File: src/rtl/pipelined_adder.sv
`default_nettype none
// +--------------------------------------------------------------------------+
// | Module      : pipelined_adder                                            |
// | Description : Pipelined ripple-carry adder with carry-in, carry-out and  |
// |               signed-overflow flag. Each of STAGES stages adds one       |
// |               WIDTH/STAGES-bit slice; a valid/ready handshake on both    |
// |               sides provides back-pressure with collapsing bubbles.      |
// | Parameters  : WIDTH  - operand/sum width (>= 2)                          |
// |               STAGES - pipeline depth / slice count (WIDTH % STAGES == 0)|
// | Ports       : clk, rst_n (async, active low)                             |
// |               in_valid/in_ready, in_a, in_b, in_cin  - operand beat      |
// |               out_valid/out_ready, out_sum, out_cout, out_ovf - result   |
// |               sat_mode (only with PIPELINED_ADDER_SATURATE_EN)           |
// | Options     : `define PIPELINED_ADDER_SATURATE_EN adds sat_mode; on      |
// |               signed overflow the sum clamps to the signed max/min.      |
// | Revision    : 1.0 - initial release                                      |
// +--------------------------------------------------------------------------+
module pipelined_adder #(
    parameter int WIDTH  = 16,
    parameter int STAGES = 4
) (
    input  logic             clk,
    input  logic             rst_n,
    input  logic             in_valid,
    output logic             in_ready,
    input  logic [WIDTH-1:0] in_a,
    input  logic [WIDTH-1:0] in_b,
    input  logic             in_cin,
`ifdef PIPELINED_ADDER_SATURATE_EN
    input  logic             sat_mode,
`endif
    output logic             out_valid,
    input  logic             out_ready,
    output logic [WIDTH-1:0] out_sum,
    output logic             out_cout,
    output logic             out_ovf
);

    localparam int SLICE_W = WIDTH / STAGES;

    if ((STAGES < 1) || (WIDTH < 2) || ((WIDTH % STAGES) != 0)) begin : g_param_check
        $error("pipelined_adder: WIDTH must be >= 2 and an exact multiple of STAGES");
    end

    // ------------------------------------------------------------------
    // Handshake: a stage advances when its successor is empty or is itself
    // advancing, so bubbles collapse and the chain reacts to out_ready in
    // the same cycle.
    // ------------------------------------------------------------------
    logic [STAGES-1:0] r_vld;
    logic [STAGES-1:0] w_adv;
    logic [STAGES-1:0] w_load;

    always_comb begin
        w_adv           = '0;
        w_adv[STAGES-1] = r_vld[STAGES-1] & out_ready;
        for (int k = STAGES - 2; k >= 0; k--) begin
            w_adv[k] = r_vld[k] & (~r_vld[k+1] | w_adv[k+1]);
        end
    end

    assign in_ready  = ~r_vld[0] | w_adv[0];
    assign out_valid = r_vld[STAGES-1];

    always_comb begin
        w_load    = '0;
        w_load[0] = in_valid & in_ready;
        for (int k = 1; k < STAGES; k++) begin
            w_load[k] = w_adv[k-1];
        end
    end

    always_ff @(posedge clk or negedge rst_n) begin
        if (!rst_n) begin
            r_vld <= '0;
        end else begin
            r_vld <= w_load | (r_vld & ~w_adv);
        end
    end

    // ------------------------------------------------------------------
    // Datapath. r_x of stage k holds the finished sum bits [HI-1:0] in its
    // low part and the still-unused A bits above them, so one word carries
    // both the de-skewed result and the skewed operand. r_y holds the
    // remaining B bits, LSB-aligned to the next slice.
    // ------------------------------------------------------------------
    for (genvar k = 0; k < STAGES; k++) begin : g_stage
        localparam int LO = k * SLICE_W;
        localparam int HI = LO + SLICE_W;

        logic [WIDTH-1:0]    w_x_in;
        logic [WIDTH-LO-1:0] w_y_in;
        logic                w_c_in;
        logic [SLICE_W:0]    w_add;
        logic [WIDTH-1:0]    w_x_nxt;
        logic [WIDTH-1:0]    w_x_d;
        logic [WIDTH-1:0]    r_x;
        logic                r_c;
`ifdef PIPELINED_ADDER_SATURATE_EN
        logic                w_s_in;
`endif

        if (k == 0) begin : g_head
            assign w_x_in = in_a;
            assign w_y_in = in_b;
            assign w_c_in = in_cin;
`ifdef PIPELINED_ADDER_SATURATE_EN
            assign w_s_in = sat_mode;
`endif
        end else begin : g_link
            assign w_x_in = g_stage[k-1].r_x;
            assign w_y_in = g_stage[k-1].g_fwd.r_y;
            assign w_c_in = g_stage[k-1].r_c;
`ifdef PIPELINED_ADDER_SATURATE_EN
            assign w_s_in = g_stage[k-1].g_fwd.r_s;
`endif
        end

        assign w_add = {1'b0, w_x_in[HI-1:LO]} + {1'b0, w_y_in[SLICE_W-1:0]}
                     + {{SLICE_W{1'b0}}, w_c_in};

        always_comb begin
            w_x_nxt          = w_x_in;
            w_x_nxt[HI-1:LO] = w_add[SLICE_W-1:0];
        end

        if (k < STAGES - 1) begin : g_fwd
            logic [WIDTH-HI-1:0] r_y;
`ifdef PIPELINED_ADDER_SATURATE_EN
            logic                r_s;
`endif
            assign w_x_d = w_x_nxt;

            always_ff @(posedge clk or negedge rst_n) begin
                if (!rst_n) begin
                    r_y <= '0;
`ifdef PIPELINED_ADDER_SATURATE_EN
                    r_s <= 1'b0;
`endif
                end else if (w_load[k]) begin
                    r_y <= w_y_in[WIDTH-LO-1:SLICE_W];
`ifdef PIPELINED_ADDER_SATURATE_EN
                    r_s <= w_s_in;
`endif
                end
            end
        end else begin : g_tail
            logic w_msb_cin;
            logic w_ovf;
            logic r_ovf;

            // Carry into the MSB recovered from the MSB sum bit and operands.
            assign w_msb_cin = w_add[SLICE_W-1] ^ w_x_in[WIDTH-1] ^ w_y_in[SLICE_W-1];
            assign w_ovf     = w_msb_cin ^ w_add[SLICE_W];

`ifdef PIPELINED_ADDER_SATURATE_EN
            // Overflow implies equal operand signs, so A's MSB picks the clamp.
            assign w_x_d = (w_s_in && w_ovf)
                         ? (w_x_in[WIDTH-1] ? {1'b1, {(WIDTH-1){1'b0}}}
                                            : {1'b0, {(WIDTH-1){1'b1}}})
                         : w_x_nxt;
`else
            assign w_x_d = w_x_nxt;
`endif

            always_ff @(posedge clk or negedge rst_n) begin
                if (!rst_n) begin
                    r_ovf <= 1'b0;
                end else if (w_load[k]) begin
                    r_ovf <= w_ovf;
                end
            end

            assign out_sum  = r_x;
            assign out_cout = r_c;
            assign out_ovf  = r_ovf;
        end

        always_ff @(posedge clk or negedge rst_n) begin
            if (!rst_n) begin
                r_x <= '0;
                r_c <= 1'b0;
            end else if (w_load[k]) begin
                r_x <= w_x_d;
                r_c <= w_add[SLICE_W];
            end
        end
    end

endmodule
`default_nettype wire

File: config.mk
export PLATFORM = sky130hd
export DESIGN_NAME = pipelined_adder
export DESIGN_NICKNAME = d
export VERILOG_FILES = /design/src/rtl/pipelined_adder.sv
export SDC_FILE = /design/constraint.sdc
export NUM_CORES = 1
export LEC_CHECK = 0
export CORE_AREA = 2 2 106 108
export CTS_CLUSTER_SIZE = 30
export DETAILED_ROUTE_END_ITERATION = 12
export DIE_AREA = 0 0 108 110
export HOLD_SLACK_MARGIN = 0.03
export SLEW_MARGIN = 10
export SYNTH_ARGS = -nofsm -noshare
export SYNTH_HDL_FRONTEND = slang
export SYNTH_SLANG_ARGS = --single-unit
export TNS_END_PERCENT = 5
File: constraint.sdc
create_clock -name clk -period 3 [get_ports clk]
set_input_delay 0.6 -clock clk [delete_from_list [all_inputs] [get_ports clk]]
set_output_delay 0.6 -clock clk [all_outputs]
set_load 0.005 [all_outputs]
=== Yosys cells after proc, flatten, opt, wreduce, memory -nomap -nowiden ===
Index checks and enable logic that the tools add are counted.

* Bitwise operators: 19
* $add $sub $neg: 8

{| class="wikitable"
|+ Operator list
! kind !! number
|-
| adder 4 x 4 -> 5 bit || 4
|-
| adder 5 x 1 -> 5 bit || 4
|-
| bitwise AND 1 bit || 5
|-
| bitwise AND 4 bit || 1
|-
| NOT 1 bit || 4
|-
| NOT 4 bit || 1
|-
| OR 1 bit || 4
|-
| OR 4 bit || 1
|-
| XOR 1 bit || 3
|}

* Output and inout bits: 20
* Register bits after elaboration: 97
* Logic and storage cells: 40
* Bits of input ports: 37

=== Longest topological paths before layout ===
* Depth after elaboration: 10
* Depth in mapped cells: 8
* Depth with buffers taken out: 8

=== Least setup slack after synthesis ===
No wires, ideal clock.

* Kind: reg-to-reg
* Start point: reg g_stage[2].r_x[12]
* End point: reg g_stage[3].g_tail.r_ovf (netlist: out_ovf)
* Stages on the path, launching flop included: 9
* Required time: 2869 ps
* Arrival time: 1949 ps
* Library setup time: 131 ps
* Setup slack: 920 ps
* Buffers on the path: 0
* Clock period less this slack: 2080 ps
* Path through: dfrtp_1 > inv_1 > fa_1 > fa_1 > nor2b_1 > o21a_1 > nor2_4 > xnor3_1 > o21ai_1

* Longest elaborated chain between the ends: 5

{| class="wikitable"
|+ Ends and longest elaborated chain
! element !! RTL line !! text
|-
| start, declared || 97 || <nowiki>logic [WIDTH-1:0] r_x;</nowiki>
|-
| start signal, assigned || 184 || <nowiki>r_x <= w_x_d;</nowiki>
|-
| adder 4 x 4 -> 5 bit (*) || 119 || <nowiki>assign w_add = {1'b0, w_x_in[HI-1:LO]} + {1'b0, w_y_in[SLICE_W-1:0]}</nowiki>
|-
| adder 5 x 1 -> 5 bit (*) || 120 || <nowiki>+ {{SLICE_W{1'b0}}, w_c_in};</nowiki>
|-
| XOR 1 bit (2 in series) || 153 || <nowiki>assign w_msb_cin = w_add[SLICE_W-1] ^ w_x_in[WIDTH-1] ^ w_y_in[SLICE_W-1];</nowiki>
|-
| XOR 1 bit (*) || 154 || <nowiki>assign w_ovf = w_msb_cin ^ w_add[SLICE_W];</nowiki>
|-
| end signal, assigned || 170 || <nowiki>r_ovf <= w_ovf;</nowiki>
|-
| end, declared || 150 || <nowiki>logic r_ovf;</nowiki>
|}

Mark *: on every way between the ends. The rest lies on a longest branch, timed or not.
A chain may end at the register's enable or synchronous reset.

=== Worst setup path in the final report ===
* Start point: in out_ready
* End point: out in_ready

* Longest elaborated chain between the ends: 8

{| class="wikitable"
|+ Ends and longest elaborated chain
! element !! RTL line !! text
|-
| start, declared || 33 || <nowiki>input logic out_ready,</nowiki>
|-
| bitwise AND 1 bit || 56 || <nowiki>w_adv[STAGES-1] = r_vld[STAGES-1] & out_ready;</nowiki>
|-
| OR 1 bit || 58 || <nowiki>w_adv[k] = r_vld[k] & (~r_vld[k+1] | w_adv[k+1]);</nowiki>
|-
| bitwise AND 1 bit || 58 ||
|-
| OR 1 bit || 58 ||
|-
| bitwise AND 1 bit || 58 ||
|-
| OR 1 bit || 58 ||
|-
| bitwise AND 1 bit || 58 ||
|-
| OR 1 bit || 62 || <nowiki>assign in_ready = ~r_vld[0] | w_adv[0];</nowiki>
|-
| end, declared || 25 || <nowiki>output logic in_ready,</nowiki>
|}

No other way between the ends.

==> flow_summary.ini <==
[run_status]
status = finished, final reports clean

[clocking]
cts_setup_buffers = 0
clk_pin_slew_ns = 0.09
cts.sinks = 97
clock_latency_ns = 0.36
cts_buffers = 9
htree_levels = 3
clockBufferDepth = 2
holdBufCountCts = 0
post_cts_resized = 0
cts-root-buf = clkbuf_8
cts_tree = yes

[setup_path]
r2r_end = out_ovf
reg2reg_depth = 8
crit_type = input port to output port
rr_startpoint = g_stage[2].r_x[12]
end_kind = output port
crit_fanout = 5
r2r_setup_slack_ns = 0.79
required_ns = 2.40
critical_path_arrival_ns = 1.87
setup.worst_path.start_class = input port

[worst_hold_path]
hold_class = input port to async pin

[sta]
max_freq_mhz = 406
rsz0062_at_grt = no
fin_tns_setup_ns = 0
min_period_ns = 2.47
setup_viol = 0
slew_violations = 0
final.setup.worst_slack_ns = 0.535
finalCritPeriodShare_pct = 82.2
hold_violations = 0
holdWs_ns = 0.249
timing.slew.headroom_pct = 57.5
tightest_slew_ns = 0.638
finalClockSkew_ns = 0.00935

[yosys]
synthTopCellsByCount = 97 x dfrtp_1, 71 x mux2_2, 18 x nand2_1
yosysMostFrequentCell = dfrtp_1
yosysUniqueCellTypes = 30
yosysSeqAreaShare_pct = 58.3
synthTopCellsByArea = dfrtp_1 58%, mux2_2 19%, fa_1 3.8%
syn-num-nets = 345
async_reset_ff_share_pct = 100
synth_top_area_share_pct = 58.3
yosys_warnings = 0
netlist_area_um2 = 4170
synth_ff_type = dfrtp_1
synth_top_cell_by_area = dfrtp_1
synth_seq_cells = 97
avgSynthCellArea_um2 = 14.5
netlist_instances = 288
synth-edff-count = 0

[final_layout]
drive_above_1_share_pct = 28.2
nNetsFinal = 407
diodes = 0
area_growth_pct = 23.5
final_util_pct = 48.1
fillers = 966

[job]
drv_cap = 0

[floorplanning]
start_util_pct = 38.9
placementRows = 38
die_h_um = 110
io_pins = 57
dieArea_um2 = 11900
die_w_um = 108
core-area_um2 = 10700

[power_and_ir_drop]
leakage_nw = 2.26
power_density_nw_per_um2 = 866
power.total_mw = 4.46
vdd_ir_drop_max_mv = 0.330

[placed_design]
place_congestion = 0.701
io_buffers = 56
dp_slack_ns = 0.530
dpl.hpwl_um = 4670

[grt]
grt_pass1_wl_um = 11200
grt_usage_pct = 12.6
grt_overflow = 0
grt_pass1_vias = 2320
antenna_found_initial = 0
grt_max_degree = 52

[drt]
routed_wl_um = 6610
remaining_drc_errors = 0
dr.pass1.iters = 3
antenna_left = 0
post_drt_wl_per_cell_um = 13.4
vias_per_cell = 4.63
vias = 2293
detail_route.iter0.violations = 39
[area by class of cell]
type | count | area [µm²] | share of cell area (%)
Clock buffer | 10 | 128 | 2.48
Clock inverter | 6 | 115 | 2.24
Inverter | 13 | 48.8 | 0.948
Multi-Input combinational cell | 167 | 1620 | 31.5
Sequential cell | 97 | 2430 | 47.2
Tap cell | 140 | 175 | 3.40
Timing Repair Buffer | 62 | 628 | 12.2
[report_power, final]
group / internal [mW] / switching [mW] / total [mW]
combinational: 0.928 / 0.534 / 1.46
sequential: 1.75 / 0.241 / 1.99
clock: 0.559 / 0.448 / 1.01
total: 3.23 / 1.22 / 4.46
[per-stage QoR]
stage / cell area, µm² / instances
final: 5140 / 495
after global routing: 5140 / 495
after CTS: 5140 / 495
after detailed placement: 4900 / 479
after global placement: 4900 / 479
after floorplan: 4170 / 288
[worst max path at each step]
stage                        from        to  slack [ns]  depth (start not counted)
6_report                out_ready  in_ready        0.53                          4
5_1_grt                 out_ready  in_ready        0.45                          4
4_1_cts                 out_ready  in_ready        0.52                          4
2_1_floorplan  g_stage[2].r_x[12]   out_ovf        0.92                          8
3_5_place_dp            out_ready  in_ready        0.53                          4
3_3_place_gp            out_ready  in_ready        0.53                          4
[kinds of logic (layout without fill, tap and decap cells)]
logic type | count (synthesis) | after routing | share of synthesized area [%]
compound gates | 30 | 30 | 4.33
xor+xnor | 10 | 10 | 2.61
fa+ha+maj | 20 | 20 | 7.45
buf+inv | 24 | 91 | 2.76
flops | 97 | 97 | 58.3
mux | 77 | 77 | 20.8
simple gates | 30 | 30 | 3.75
[per-layer routing]
metal / up-vias / track usage (%) / share of wire (%)
met5: - / 0 / 0
met4: 0 / 6.59 / 2.0
met3: 9 / 2.35 / 3.1
met2: 38 / 19.4 / 47
met1: 1135 / 17.0 / 48
li1: 1111 / - / -
[worst max-delay path: stages]
cell,delay (ns)
clkdlybuf4s50_1,0.41
nor2b_2,0.18
nand4_1,0.19
clkdlybuf4s50_1,0.49
[cell usage in the layout, fill, tap and decap left out, types with 3 or more instances in the layout]
cell             instances
a21o_1                   6
a21oi_1                  6
buf_4                    5
bufinv_16                3
clkbuf_8                 9
clkdlybuf4s50_1         55
dfrtp_1                 97
fa_1                     8
ha_1                    12
inv_1                   13
mux2_1                   6
mux2_2                  71
nand2_1                 18
nand2b_1                 4
o21ai_0                 14
xor2_1                   6
[flip-flops by register name, summed over array words and instances (netlist names)]
| name | cells |
|---|---|
| g_stage.r_x | 48 |
| g_stage.g_fwd.r_y | 24 |
| out_sum | 16 |
| r_vld | 4 |
| g_stage.r_c | 3 |
| out_cout | 1 |
| out_ovf | 1 |
(Power assumes the default switching activity.)
